[src/rtl/hazard_control.sv]
// Hazard detection and stall/flush control for the five-stage MIPS pipeline (load-use and ID-branch operands).
// Optional performance counters (StallCycles, FlushCount) are enabled by defining HAZARD_PERF_CNT_EN.
module hazard_control (
  input  logic       clk,
  input  logic       reset,
  input  logic [4:0] IFIDRs,
  input  logic [4:0] IFIDRt,
  input  logic       IFID_UsesRs,
  input  logic       IFID_UsesRt,
  input  logic       IFID_Branch,
  input  logic       IFID_Jump,
  input  logic       BranchTaken,
  input  logic [4:0] IDEXRd,
  input  logic       IDEX_RW,
  input  logic       IDEX_MemRead,
  input  logic [4:0] EXMEMRd,
  input  logic       EXMEM_MemRead,
  output logic       PCWrite,
  output logic       IFIDWrite,
  output logic       IDEXBubble,
  output logic       IFIDFlush
`ifdef HAZARD_PERF_CNT_EN
  ,
  output logic [31:0] StallCycles,
  output logic [31:0] FlushCount
`endif
);

  typedef enum logic {RUN, HOLD} state_t;

  state_t     state;
  logic [1:0] cnt;

  logic       ex_hit;
  logic       mem_hit;
  logic [1:0] need;
  logic       stall;

  // Register $0 is hardwired to zero, so a dependency on it is never real.
  assign ex_hit  = (IFID_UsesRs && (IFIDRs != 5'd0) && (IFIDRs == IDEXRd)) ||
                   (IFID_UsesRt && (IFIDRt != 5'd0) && (IFIDRt == IDEXRd));
  assign mem_hit = (IFID_UsesRs && (IFIDRs != 5'd0) && (IFIDRs == EXMEMRd)) ||
                   (IFID_UsesRt && (IFIDRt != 5'd0) && (IFIDRt == EXMEMRd));

  always_comb begin
    // NOTE: every combinational output gets a default first so no path leaves it unassigned (no latch).
    need = 2'd0;
    if (IFID_Branch && IDEX_MemRead && ex_hit)
      need = 2'd2;
    else if (IFID_Branch && IDEX_RW && ex_hit)
      need = 2'd1;
    else if (IFID_Branch && EXMEM_MemRead && mem_hit)
      need = 2'd1;
    else if (!IFID_Branch && IDEX_MemRead && ex_hit)
      need = 2'd1;
  end

  assign stall = !reset && ((state == HOLD) || (need != 2'd0));

  // Stall dominates flush: a branch outcome is not trusted while its operands are pending.
  always_comb begin
    PCWrite    = 1'b1;
    IFIDWrite  = 1'b1;
    IDEXBubble = 1'b0;
    IFIDFlush  = 1'b0;
    if (stall) begin
      PCWrite    = 1'b0;
      IFIDWrite  = 1'b0;
      IDEXBubble = 1'b1;
    end else if (!reset) begin
      IFIDFlush = (IFID_Branch && BranchTaken) || IFID_Jump;
    end
  end

  // NOTE: sequential state uses non-blocking assignments so every register samples pre-edge values.
  always_ff @(posedge clk) begin
    if (reset) begin
      state <= RUN;
      cnt   <= 2'd0;
    end else begin
      case (state)
        RUN: begin
          if (need == 2'd2) begin
            state <= HOLD;
            cnt   <= 2'd1;
          end
        end
        HOLD: begin
          cnt <= cnt - 2'd1;
          if (cnt == 2'd1)
            state <= RUN;
        end
        default: begin
          state <= RUN;
          cnt   <= 2'd0;
        end
      endcase
    end
  end

`ifdef HAZARD_PERF_CNT_EN
  always_ff @(posedge clk) begin
    if (reset) begin
      StallCycles <= 32'd0;
      FlushCount  <= 32'd0;
    end else begin
      if (stall)
        StallCycles <= StallCycles + 32'd1;
      if (IFIDFlush)
        FlushCount <= FlushCount + 32'd1;
    end
  end
`endif

endmodule

[config.mk]
export PLATFORM = sky130hd
export DESIGN_NAME = hazard_control
export DESIGN_NICKNAME = d
export VERILOG_FILES = /design/src/rtl/hazard_control.sv
export SDC_FILE = /design/constraint.sdc
export NUM_CORES = 1
export LEC_CHECK = 0
export CORE_AREA = 5 5 42 44
export CTS_BUF_LIST = sky130_fd_sc_hd__clkbuf_2
export DETAILED_ROUTE_END_ITERATION = 12
export DIE_AREA = 0 0 47 49
export PLACE_DENSITY_LB_ADDON = 0.1
export RECOVER_POWER = 50
export SLEW_MARGIN = 15
export SYNTH_ARGS = -nofsm -noshare
export SYNTH_HDL_FRONTEND = slang
export SYNTH_SLANG_ARGS = --single-unit
[constraint.sdc]
create_clock -name clk -period 3.6 [get_ports clk]
set_clock_uncertainty 0.1 [all_clocks]
set_input_delay 0.36 -clock clk [delete_from_list [all_inputs] [get_ports clk]]
set_output_delay 0.36 -clock clk [all_outputs]
set_load 0.01 [all_outputs]
Yosys cells after proc, flatten, opt, wreduce, memory -nomap -nowiden. Cells that the tools add are included. Widths: inputs -> output; s select.

$add $sub $neg: 1. Multipliers: 0. Div/mod/pow operators: 0. Magnitude comparators: 0. Equal/unequal tests: 7. Shift operators: 0. Muxes and demuxes: 13. Bitwise gates (word level): 1. Reductions and logical operators: 25.

Operators by type and width (count): $eq 5x5->1 (4); $logic_and 1x1->1 (16); $reduce_bool 5->1 (2); $mux 1 (9); $logic_or 1x1->1 (4); $mux 2 (2); $pmux 2 s2 (1); $eq 2x1->1 const B (1); $eq 2x2->1 const B (1); $logic_not 1->1 (2); $ne 2x2->1 const B (1); $pmux 1 s2 (1); $reduce_bool 2->1 (1); $sub 2x1->2 const B (1); $not 1->1 (1).

Flip-flop bits (word level): 3. Bits in latches: 0. Bits in writable memories: 0. Bits in read-only memories: 0. Input port bits: 30. Word-level logic and storage cells: 49. Memories kept: 0.

Logic depth before layout (Yosys ltp). Gate-level depths: netlist of the first run.

Word-level depth: 13. Mapped depth: 6. Depth with buffers taken out: 5.

Least setup slack after synthesis of the first run. No wires, ideal clock.

Path type: in2out. From: input port IFIDRs[3]. To: output port PCWrite. Data arrival time: 1860 ps. Path slack: 1280 ps. Cell stages on the path: 6. Buffers on the path: 1. Cell sequence: or4_4 -> o21ai_2 -> nor4_1 -> or3_4 -> o21bai_1 -> buf_4.

Word-level cells in the longest chain between the ends: 13. Elaborated cells on any way between the ends: 20. Classes of those cells: eq/ne: 2; mux: 5; reduce/logical: 13.

RTL lines: start, declared (RTL line 6) `input logic [4:0] IFIDRs,`; $reduce_bool 5->1 (RTL line 40, 42); $logic_and 1x1->1 (RTL line 40, 42); $logic_and 1x1->1 (RTL line 40) `assign ex_hit = (IFID_UsesRs && (IFIDRs != 5'd0) && (IFIDRs == IDEXRd)) ||`; $logic_or 1x1->1 (RTL line 40); $logic_and 1x1->1 (RTL line 54) `else if (!IFID_Branch && IDEX_MemRead && ex_hit)`; $mux 1 (RTL line 54); $mux 1 (RTL line 52) `else if (IFID_Branch && EXMEM_MemRead && mem_hit)`; $mux 1 (RTL line 50) `else if (IFID_Branch && IDEX_RW && ex_hit)`; $mux 2 (*) (RTL line 48) `if (IFID_Branch && IDEX_MemRead && ex_hit)`; $reduce_bool 2->1 (*) (RTL line 58) `assign stall = !reset && ((state == HOLD) || (need != 2'd0));`; $logic_or 1x1->1 (*) (RTL line 58); $logic_and 1x1->1 (*) (RTL line 58); $mux 1 (*); end, declared (RTL line 18) `output logic PCWrite,`.

Mark *: on every way between the ends. The rest lies on a longest branch, timed or not.

Worst setup path in the final report of the first run.
From: input port IFIDRt[4]. To: output port IDEXBubble.

Word-level cells in the longest chain between the ends: 13. Elaborated cells on any way between the ends: 20. Classes of those cells: eq/ne: 2; mux: 5; reduce/logical: 13.

RTL lines: start, declared (RTL line 7) `input logic [4:0] IFIDRt,`; $reduce_bool 5->1 (RTL line 41, 43); $logic_and 1x1->1 (RTL line 41, 43); $logic_and 1x1->1 (RTL line 41) `(IFID_UsesRt && (IFIDRt != 5'd0) && (IFIDRt == IDEXRd));`; $logic_or 1x1->1 (RTL line 40); $logic_and 1x1->1 (RTL line 54); $mux 1 (RTL line 54); $mux 1 (RTL line 52); $mux 1 (RTL line 50); $mux 2 (*) (RTL line 48); $reduce_bool 2->1 (*) (RTL line 58); $logic_or 1x1->1 (*) (RTL line 58); $logic_and 1x1->1 (*) (RTL line 58); $mux 1 (*) (RTL line 66) `if (stall) begin`; end, declared (RTL line 20) `output logic IDEXBubble,`.

Marks and branches as above.

==> results of run 1 <==
==> cell usage after synthesis, drive strengths merged <==
library cell	count	area, um2
xnor2	14	123
xor2	6	52.6
a21oi	5	32.5
or4	4	36.3
dfxtp	3	60.1
nor4	3	25.0
nand2	2	7.51
nand3	2	10.0
nand4	2	12.5
o21ai	2	13.8
a21o	1	7.51
buf	1	7.51
ha	1	12.5
inv	1	3.75
nand3b	1	7.51
nor2	1	3.75
nor3b	1	7.51
o21ba	1	10.0
o21bai	1	7.51
o31a	1	8.76
o41ai	1	8.76
or3	1	11.3
==> critical path, delay by kind of cell <==
family          cells  cell delay [ns]
simple gates        2             0.83
buf+inv             2             1.12
compound gates      3             0.48
==> metrics by stage <==
stage               power [W]  area, um2  utilization (%)
finish               0.000156        828             59.1
global placement     0.000110        812             57.9
detailed placement   0.000111        812             57.9
floorplan           0.0000634        469                -
CTS                  0.000161        832             59.4
global route         0.000168        828             59.1
==> per-layer routing <==
metal  vias to the layer above  wire length [um]
li1                        274                 -
met1                       237               472
met2                        18               680
met3                         0                97
met4                         0                 0
met5                         -                 0
==> worst max-delay path by stage <==
stage,slack [ns],cells after the start,from,to
floorplan,1.28,6,IFIDRs[3],PCWrite
global placement,0.38,7,IFIDRs[3],IFIDFlush
detailed placement,0.37,7,IFIDRs[3],IFIDFlush
CTS,0.37,7,IFIDRs[3],IFIDFlush
global route,0.25,7,IFIDRt[4],IDEXBubble
finish,0.35,7,IFIDRt[4],IDEXBubble
==> logic make-up (layout without fill, tap and decap cells) <==
family	Yosys count	count (layout)	share of synthesized area (%)
flip-flops	3	3	12.8
AND/OR/NAND/NOR	17	17	25.9
AO/OA/AOI/OAI	12	12	18.9
buffers and inverters	2	38	2.40
XOR/XNOR	20	20	37.3
adder cells (fa/ha/maj)	1	1	2.67
==> final cells by class <==
type	count	area, um2	share of cell area [%]
Timing Repair Buffer	33	330	39.9
Inverter	1	3.75	0.453
Clock buffer	4	20.0	2.42
Tap cell	16	20.0	2.42
Sequential cell	3	60.1	7.25
Multi-Input combinational cell	50	394	47.6
==> registers in the layout, indices dropped and copies added (netlist names) <==
name	flops
state	1
cnt	2
==> power by group <==
part           switching [W]  internal [W]  leakage [nW]  total [W]
combinational      0.0000259     0.0000484         0.251  0.0000743
sequential       0.000000494     0.0000339        0.0242  0.0000344
clock              0.0000182     0.0000293        0.0166  0.0000475
total              0.0000446      0.000112         0.292   0.000156
==> qor.txt, run 1 <==
status: completed
Initial Util: 33.5%
Worst path max stage delay: 0.70 ns
Worst EP required: 3.14 ns
Hold Crit Depth: 2
unrepaired setup endpoints after global routing: false
antenna-violating nets left: 0
number of cells after detailed placement: 103
Ys Warns: 0
grt ovf: 0
Die Footprint: 0.00230 mm2
GRT Resource Usage Total: 12.1%
Distinct cells, synth: 27
fin cells: 107
fmax: 308 MHz
clk_lat worst skew: 0.21 ns
CP startpoint kind: input port
min-delay src: cnt[1]
critical path's slowest cell: or4_2
Worst VDD drop: 0.126 mV
DR iter-0 viols: 4
CTS-repair resized insts: 0
commonest non-fill, non-tap cell in the layout: clkdlybuf4s50_1
most frequent cells in the layout: clkdlybuf4s50_1 (32), xnor2_1 (14), xor2_1 (6)
maximum number of pins on one net before global-route repair: 9
n_diodes: 0
postcts setup bufs: 0
crit path max fanout: 3
Slew Limit Headroom: 81.0%
Total Nets Final: 123
I/O Buffers: 33
Pleak: 0.292 nW
crit path DAT: 2.79 ns
Tmin final: 3.25 ns
worst reg2reg path depth: 4
Worst-path clk slew: 0.04 ns
Syn Nets: 86
core area: 0.00140 mm2
initial antenna violation count: 0
Slew Viols, Final: 0
Core Rows: 14
Fin. Hold Viols: 0
GR Util met1: 12.6%
drt drc: 0
area of the mapped netlist: 469 um2
first-pass GRT wire length: 2050 um
total CTS buffers: 3
Syn Area/Cell: 8.53 um2
Worst R2R Setup Slack: 2.61 ns
Worst-Margin Slew: 0.285 ns
GR Util met2: 20.8%
Hold/Removal Path Class: reg2reg
drt first pass iters: 3
hold buffers post-CTS: 0
Layout Area Growth over Synthesis: 76.5%
Die W: 47 um
num ports: 34
Sink Count: 3
vias post-DR: 529
Filler cells: 138
vias in the first global route: 541
Post-Route Setup TNS: 0 ns
met3 GRT Util: 4.80%
final hold slack: 0.394 ns
H-tree levels: 1
Finish-stage setup viols: 0
Synth Register Bits: 3
max cap viols: 0
smallest setup slack after layout: 0.349 ns
fin crit share: 90.3%
CTS tree: built
Die Ht: 49 um
CP Cell Sequence: dlygate4sd3_1, or4_1, o21ai_0, or4_2, a21oi_2, o21ba_2, clkdlybuf4s50_1
Post-Route WL: 1250 um
clk root buf: clkbuf_2
Cells after Synth: 55
share of layout cells above drive strength 1: 13.2%
crit end category: primary output
GR peak layer: met2
Max clock buf depth: 2
sequential share of the synthesized area: 12.8%
Pwr Density: 189 mW/mm2
worst slack, placed: 0.373 ns
Worst R2R End: cnt[1]
Crit Path Class: in2out
via/cell ratio: 4.94
routed len/inst: 11.7 um
Worst R2R Start: cnt[1]
GP Congestion: 0.755
Hold EP: cnt[1]
Note: power is estimated with default switching activity, not from simulation.
==> run 2: changes to the inputs <==
- ABC_CLOCK_PERIOD_IN_PS: unset -> 3600
- GPL_ROUTABILITY_DRIVEN: unset -> 0
- TNS_END_PERCENT: unset -> 5
==> results of run 2 <==
No change in the layout: final DEF, timing and power equal those of run 1.
